### src/rtl/pc_next_unit.sv
// Program counter and next-PC selection for the single-cycle MIPS core.
// Includes stall/halt control, jr misalignment trap and a saturating retire counter.
module pc_next_unit #(
   parameter logic [31:0] RESET_PC = 32'h0000_0000,
   parameter int unsigned CNT_W    = 32
) (
   input  logic             clk,
   input  logic             rst_n,
   input  logic             stall,
   input  logic             halt_req,
   input  logic             branch,
   input  logic             branch_not,
   input  logic             jump,
   input  logic             jump_reg,
   input  logic             zero,
   input  logic [15:0]      imm16,
   input  logic [25:0]      target26,
   input  logic [31:0]      rs_data,
   output logic [31:0]      pc,
   output logic [31:0]      pc_plus4,
   output logic [31:0]      next_pc,
   output logic             halted,
   output logic             misaligned,
   output logic [CNT_W-1:0] instr_count
);

   typedef enum logic [0:0] {StRun, StHalt} state_e;

   state_e      state_q;
   logic [31:0] pc_q;
   logic [31:0] br_target;
   logic [31:0] j_target;
   logic        take_br;
   logic        jr_bad;

   assign pc_plus4  = pc_q + 32'd4;
   assign br_target = pc_plus4 + {{14{imm16[15]}}, imm16, 2'b00};
   assign j_target  = {pc_plus4[31:28], target26, 2'b00};
   assign take_br   = (branch & zero) | (branch_not & ~zero);
   assign jr_bad    = jump_reg & (rs_data[1:0] != 2'b00);

   always_comb begin
      next_pc = pc_plus4;
      if (jump_reg) begin
         next_pc = rs_data;
      end else if (jump) begin
         next_pc = j_target;
      end else if (take_br) begin
         next_pc = br_target;
      end
   end

   always_ff @(posedge clk) begin
      if (!rst_n) begin
         state_q     <= StRun;
         pc_q        <= RESET_PC;
         instr_count <= '0;
         misaligned  <= 1'b0;
      end else begin
         unique case (state_q)
            StRun: begin
               if (jr_bad) begin
                  misaligned <= 1'b1;
                  state_q    <= StHalt;
               end else if (halt_req) begin
                  state_q <= StHalt;
               end else if (!stall) begin
                  pc_q <= next_pc;
                  // Saturate rather than wrap so overflow is observable.
                  if (instr_count != {CNT_W{1'b1}}) begin
                     instr_count <= instr_count + 1'b1;
                  end
               end
            end
            StHalt: begin
            end
            default: state_q <= StHalt;
         endcase
      end
   end

   assign pc     = pc_q;
   assign halted = (state_q == StHalt);

endmodule

### config.mk
export PLATFORM = sky130hd
export DESIGN_NAME = pc_next_unit
export DESIGN_NICKNAME = d
export VERILOG_FILES = /design/src/rtl/pc_next_unit.sv
export SDC_FILE = /design/constraint.sdc
export NUM_CORES = 1
export LEC_CHECK = 0
export ABC_AREA = 1
export CAP_MARGIN = 25
export CORE_AREA = 2 2 159 161
export CTS_BUF_LIST = sky130_fd_sc_hd__clkbuf_4 sky130_fd_sc_hd__clkbuf_8 sky130_fd_sc_hd__clkbuf_16
export CTS_CLUSTER_SIZE = 14
export DETAILED_ROUTE_END_ITERATION = 12
export DIE_AREA = 0 0 161 163
export DONT_BUFFER_PORTS = 1
export PLACE_DENSITY = 0.47
export REMOVE_ABC_BUFFERS = 1
export SYNTH_ARGS = -nofsm -noshare
export SYNTH_HDL_FRONTEND = slang
export SYNTH_SLANG_ARGS = --single-unit
### constraint.sdc
create_clock -name clk -period 3.1 [get_ports clk]
set_input_delay 0.465 -clock clk [delete_from_list [all_inputs] [get_ports clk]]
set_output_delay 0.465 -clock clk [all_outputs]
set_load 0.05 [all_outputs]
==> results of run 1 <==
[kinds of logic (layout without fill, tap and decap cells)]
family          after synthesis  count (layout)  synth area share
flops                        66              66             0.183
compound gates              166             166             0.123
other cells                   0               4                 0
fa+ha+maj                    38              38            0.0668
simple gates                758             758             0.444
buf+inv                     236             567             0.126
xor+xnor                     46              46            0.0568
[state kept, by name, summed over array words and instances (netlist names)]
name	flops
halted	1
instr_count	32
misaligned	1
pc	32
[routing by layer]
layer | vias to the layer above | part of all wire
li1 | 4777 | -
met1 | 4398 | 0.40
met2 | 271 | 0.49
met3 | 65 | 0.073
met4 | 0 | 0.038
met5 | - | 0
[report_power, final]
group	switching (W)	total, W	internal (W)
Sequential	0.0000306	0.000906	0.000875
Clock	0.000394	0.00106	0.000662
Combinational	0.00103	0.00174	0.000703
Total	0.00146	0.00370	0.00224
[cells in the mapped netlist, types with 13 or more instances]
cell type	count	area [µm²]
nand2_1	446	1670
dfxtp_1	66	1320
ha_1	37	463
a21oi_1	88	440
nand4_1	16	100
nand3_1	76	380
clkbuf_1	19	71.3
xor2_1	38	333
nor3_1	28	140
nor2_1	141	529
o21ai_1	13	65.1
o21ai_0	41	205
inv_1	192	721
[final cells by class]
class                           count  share of cell area
Timing Repair Buffer              349               0.241
Clock inverter                      4             0.00404
Clock buffer                       11              0.0199
Inverter                          203              0.0612
Tap cell                          330              0.0325
Sequential cell                    66               0.106
Antenna cell                        4            0.000789
Multi-Input combinational cell   1008               0.535
[critical path, cell delays in order, from the launching register on]
cell and delay, ns:
dfxtp_2 0.36, ha_4 0.15, nand3_4 0.07, inv_4 0.07
nand2_4 0.05, nor2_4 0.12, buf_6 0.11, nand2_4 0.04
buf_6 0.11, o21ai_2 0.09, nand2_1 0.08, inv_2 0.10
ha_4 0.23, buf_6 0.12, a21oi_4 0.16, o21bai_1 0.11
nand2_1 0.07, nand2_1 0.06, a21oi_2 0.17, nand2_1 0.07
nand2_1 0.08, nand3_2 0.06, nand2_2 0.10, nand2_2 0.07
buf_12 0.15
[through the flow]
stage,area [µm²],total power (W),util,instances,setup slack [ns]
2_1_floorplan,7080,0.00167,-,1277,-1.42
3_3_place_gp,10200,0.00228,0.412,1920,-0.728
3_5_place_dp,10200,0.00228,0.412,1920,-0.729
4_1_cts,11900,0.00358,0.483,1959,-0.525
5_1_grt,12700,0.00386,0.514,1972,-0.765
6_report,12700,0.00370,0.514,1975,-0.546
[what timing repair did]
item                       CTS  global route
pin swaps                  101           113
setup buffers               24            14
setup endpoints to repair   42            41
resized for setup          295           175
hold buffers                 0             0
[final timing paths]
kind | slack [ns] | cells after the start | to
setup / recovery | -0.55 | 24 | next_pc[29]
hold / removal | 0.25 | 2 | halted
setup reg to reg | -0.27 | 23 | pc[8]
hold reg to reg | 0.60 | 4 | pc[30]
==> flow_metrics.py, run 1 <==
metrics = {
    "route": {
        "dr.pass1.iters": 4,
        "drc": 0,
        "ant_nets": 0,
        "post_drt_wl_per_cell_um": 17.0,
        "drt_iter0_drc": 490,
        "vias": 9511,
        "avgViaCountPerCell": 4.82,
        "drt_wl_total_um": 33600,
    },
    "global_routing": {
        "met3_usage": 0.0609,
        "gr-usage-met2": 0.444,
        "grt-ovfl-total": 0,
        "grt_pass1_vias": 9260,
        "grt_max_degree": 53,
        "track_usage": 0.247,
        "grt-busiest-layer": "met2",
        "grt_pass1_wl_um": 50500,
        "antenna_found_initial": 2,
        "use_met1": 0.286,
    },
    "final_layout": {
        "nFillCells": 2432,
        "register_area_mm2": 0.00134,
        "area.growth.synth_to_final_pct": 75.5,
        "final_cell_mix": "325 x nand2_1, 293 x buf_4, 152 x inv_1",
        "finalNetCount": 1758,
        "layout_commonest_cell": "nand2_1",
        "multi_input_area_mm2": 0.00679,
        "final_layout_size_suffix_gt1_frac": 0.458,
    },
    "setup_path": {
        "crit_arrival_ns": 3.18,
        "crit_path_end_kind": "primary output",
        "cp.required_ns": 2.63,
        "criticalPathCategory": "register to primary output",
        "setup.worst_path.start": "pc[2]",
        "cp-start-kind": "register",
        "crit_fanout": 4,
        "reg2reg_from": "pc[2]",
    },
    "sta": {
        "slew_viol_final": 0,
        "layout_min_cycle_time_ns": 3.65,
        "hold_viol": 0,
        "hold_ws_ns": 0.248,
        "min_period_over_period": 1.18,
        "tightestPinTransition_ns": 0.977,
        "fin_tns_setup_ns": -11.47,
        "skew_ns": 0.0103,
        "worst_slack_ns": -0.546,
        "rsz0062_at_grt": "yes",
        "relSlewSlack": 0.349,
        "fmax_mhz": 274,
        "setup_viol": 29,
    },
    "logic_synthesis": {
        "avgSynthCellArea_um2": 5.52,
        "synthArstFlopShare": 0,
        "synth_seq_cells": 66,
        "synth_seq_area_share": 0.183,
        "netlist_instances": 1310,
        "ys_dominant_reg_cell": "dfxtp_1",
        "synth_edf_count": 0,
        "ys_warn_count": 0,
        "synth_cell_types": 44,
        "synth_area_mm2": 0.00723,
    },
    "floorplan": {
        "die_x_um": 161,
        "ios": 213,
        "die_h_um": 163,
        "die-area_mm2": 0.0262,
        "core.rowCount": 58,
        "initial_core_util": 0.293,
        "core_area_mm2": 0.0247,
    },
    "run": {
        "drv_cap": 0,
    },
    "clock_network": {
        "cts_made_buffers": 9,
        "clockBufferDepth": 2,
        "cts-root-buf": "clkbuf_16",
        "cts.clk_slew.worst_paths_ns": 0.06,
        "clock_insertion_delay_worst_skew_ns": 0.33,
        "clock-sinks": 66,
        "htreeDepth": 3,
        "cts_tree": "done",
    },
    "power": {
        "irDropWorstVdd_uv": 227,
        "power_density_mw_per_mm2": 292,
        "p_leak_nw": 6.09,
    },
    "place": {
        "numPortBuffers": 0,
        "dpl.hpwl_um": 26100,
        "gp_congestion": 1.02,
    },
    "outcome": {
        "violations": "negative setup slack",
        "outcome": "finished, violations left",
    },
    "hold_path": {
        "hp-start": "rst_n",
        "min_path_type": "primary input to register",
    },
}
Note: power is estimated with default switching activity, not from simulation.
==> inputs of run 2 (changes only) <==
Settings changed: CAP_MARGIN 25 to 15, CORE_AREA 2 2 159 161 to 2 2 130 132, DIE_AREA 0 0 161 163 to 0 0 132 134, PLACE_DENSITY 0.47 to 0.63.
==> run 2 against run 1 <==
Effect of this change: largest power group unchanged; first-iteration DRC count rose by 110%; clock skew increased by 0.0020 ns; the run still ends with negative setup slack left; worst hold slack worse by 0.010 ns; register-to-register slack about the same; global-route usage grew 11 points; worst setup slack worse by 0.28 ns; sequential power is 0.6% higher; total power increased by 4.1%; cell area about the same.
==> flow_metrics.py, run 2 (same netlist as run 1, synthesis figures left out) <==
metrics = {
    "outcome": {
        "outcome": "finished, violations left",
        "violations": "negative setup slack",
    },
    "global_routing": {
        "grt_pass1_wl_um": 49600,
        "grt-ovfl-total": 0,
        "antenna_found_initial": 3,
        "grt_max_degree": 53,
        "grt_pass1_vias": 9638,
        "track_usage": 0.352,
    },
    "floorplan": {
        "ios": 213,
        "die_x_um": 132,
        "die_h_um": 134,
        "core.rowCount": 47,
        "core_area_mm2": 0.0163,
        "initial_core_util": 0.444,
        "die-area_mm2": 0.0177,
    },
    "power": {
        "clkPwrFrac": 0.291,
        "p_leak_nw": 6.09,
        "p_int_w": 0.00231,
        "comb_power_share": 0.473,
        "p_sw_w": 0.00154,
        "irDropWorstVdd_uv": 364,
        "power_density_mw_per_mm2": 304,
        "sequentialPowerShare": 0.236,
        "switching_share": 0.399,
    },
    "setup_path": {
        "cp.depth": 19,
        "crit_top_cell": "nand2_2",
        "rr_worst_depth": 22,
        "crit_path_end_kind": "primary output",
        "crit_arrival_ns": 3.46,
        "path_cells": "nand2_1, buf_4, nor2_2, nand2_1, nor2_1, nand3_1, and2_4, ha_4, buf_6, nand2_4, nor2_4, nand2_2, nor3_4, nand2_2, nand3_1, nand3_1, nand2_2, nand2_2, buf_12",
        "cp.required_ns": 2.63,
        "cp-start-kind": "register",
        "cpMaxStageDelayCell": "dfxtp_1",
        "cp_num_buf_inv": 3,
        "crit_fanout": 4,
        "criticalPathCategory": "register to primary output",
        "crit_path_max_incr_delay_ns": 0.40,
        "path_delay_family": "simple AND/OR/NAND/NOR gates",
    },
    "place": {
        "dpl.hpwl_um": 23500,
        "gp_congestion": 0.970,
        "numPortBuffers": 0,
        "dp_cells": 1793,
    },
    "final_layout": {
        "area.growth.synth_to_final_pct": 75.5,
        "finalNetCount": 1748,
        "layout_commonest_cell": "nand2_1",
        "nFillCells": 1063,
        "final_cell_mix": "297 x nand2_1, 281 x buf_4, 154 x inv_1",
        "final_layout_size_suffix_gt1_frac": 0.480,
        "final_util": 0.779,
        "final-instance-count-excl-fill": 1856,
    },
    "hold_path": {
        "min_path_cells": 2,
        "min_path_type": "primary input to register",
    },
    "route": {
        "ant_nets": 0,
        "post_drt_wl_per_cell_um": 20.6,
        "drt_iter0_drc": 1016,
        "avgViaCountPerCell": 5.82,
        "vias": 10800,
        "dr.pass1.iters": 6,
        "drc": 0,
        "drt_wl_total_um": 38300,
    },
    "clock_network": {
        "clock_insertion_delay_worst_skew_ns": 0.34,
        "htreeDepth": 3,
        "cts_made_buffers": 9,
        "clock-sinks": 66,
        "cts-root-buf": "clkbuf_16",
        "cts.clk_slew.worst_paths_ns": 0.05,
        "clockBufferDepth": 2,
        "cts_tree": "done",
    },
    "sta": {
        "slew_viol_final": 0,
        "layout_min_cycle_time_ns": 3.92,
        "min_period_over_period": 1.27,
        "relSlewSlack": 0.484,
        "hold_viol": 0,
        "setup_viol": 38,
        "worst_slack_ns": -0.825,
        "rsz0062_at_grt": "yes",
        "fmax_mhz": 255,
        "tightestPinTransition_ns": 0.774,
        "skew_ns": 0.0123,
    },
    "run": {
        "drv_cap": 0,
    },
}
run 2: cell types whose count changed in the layout (fill, tap and decap cells not counted), sizes merged:
cell	change
buf	-10
bufinv	+1
run 2: power groups by stage:
stage	clock [W]	combinational (W)	sequential, W
3_3_place_gp	0	0.00132	0.000920
5_1_grt	0.00117	0.00189	0.000912
3_5_place_dp	0	0.00132	0.000921
2_1_floorplan	0	0.000663	0.00101
4_1_cts	0.00113	0.00154	0.000906
6_report	0.00112	0.00182	0.000911
run 2: path summary, 6_finish.rpt:
check | slack, ns | endpoint | start
max | -0.82 | next_pc[30] | pc[19]
min | 0.24 | halted | rst_n
max reg2reg | -0.27 | pc[25] | pc[7]
min reg2reg | 0.58 | pc[30] | pc[30]
run 2: layer usage:
metal | global-route usage | vias up | share of wire
met5 | 0 | - | 0
met4 | 0.205 | 0 | 0.098
met3 | 0.0722 | 318 | 0.11
met2 | 0.621 | 838 | 0.46
met1 | 0.395 | 4885 | 0.34
li1 | - | 4757 | -
run 2: repair_timing:
item | CTS | global route
cloned | 0 | 0
resized for setup | 303 | 228
setup endpoints to repair | 38 | 46
hold buffers | 0 | 0
setup buffers | 23 | 31
pin swaps | 94 | 153
run 2: area by class of cell:
cell class                 count  area, µm²  area share
antenna                        4       10.0    0.000789
clock buffer                  11        246      0.0194
clock inverter                 5       77.6     0.00611
inverter                     203        779      0.0614
multi-input combinational   1008       6960       0.549
sequential                    66       1360       0.107
tap                          220        275      0.0217
timing repair buffer         339       2980       0.235
run 2: through the flow:
stage          setup TNS (ns)  cell area [µm²]  setup slack [ns]  power [W]  hold WS [ns]
2_1_floorplan          -62.54             7080             -1.42    0.00167         0.563
3_3_place_gp            -6.91             9860            -0.453    0.00224         0.564
3_5_place_dp            -7.84             9860            -0.473    0.00225         0.568
4_1_cts                -10.61            11600            -0.509    0.00358         0.230
5_1_grt                -21.09            12700            -0.900    0.00397         0.253
6_report               -17.20            12700            -0.825    0.00385         0.237
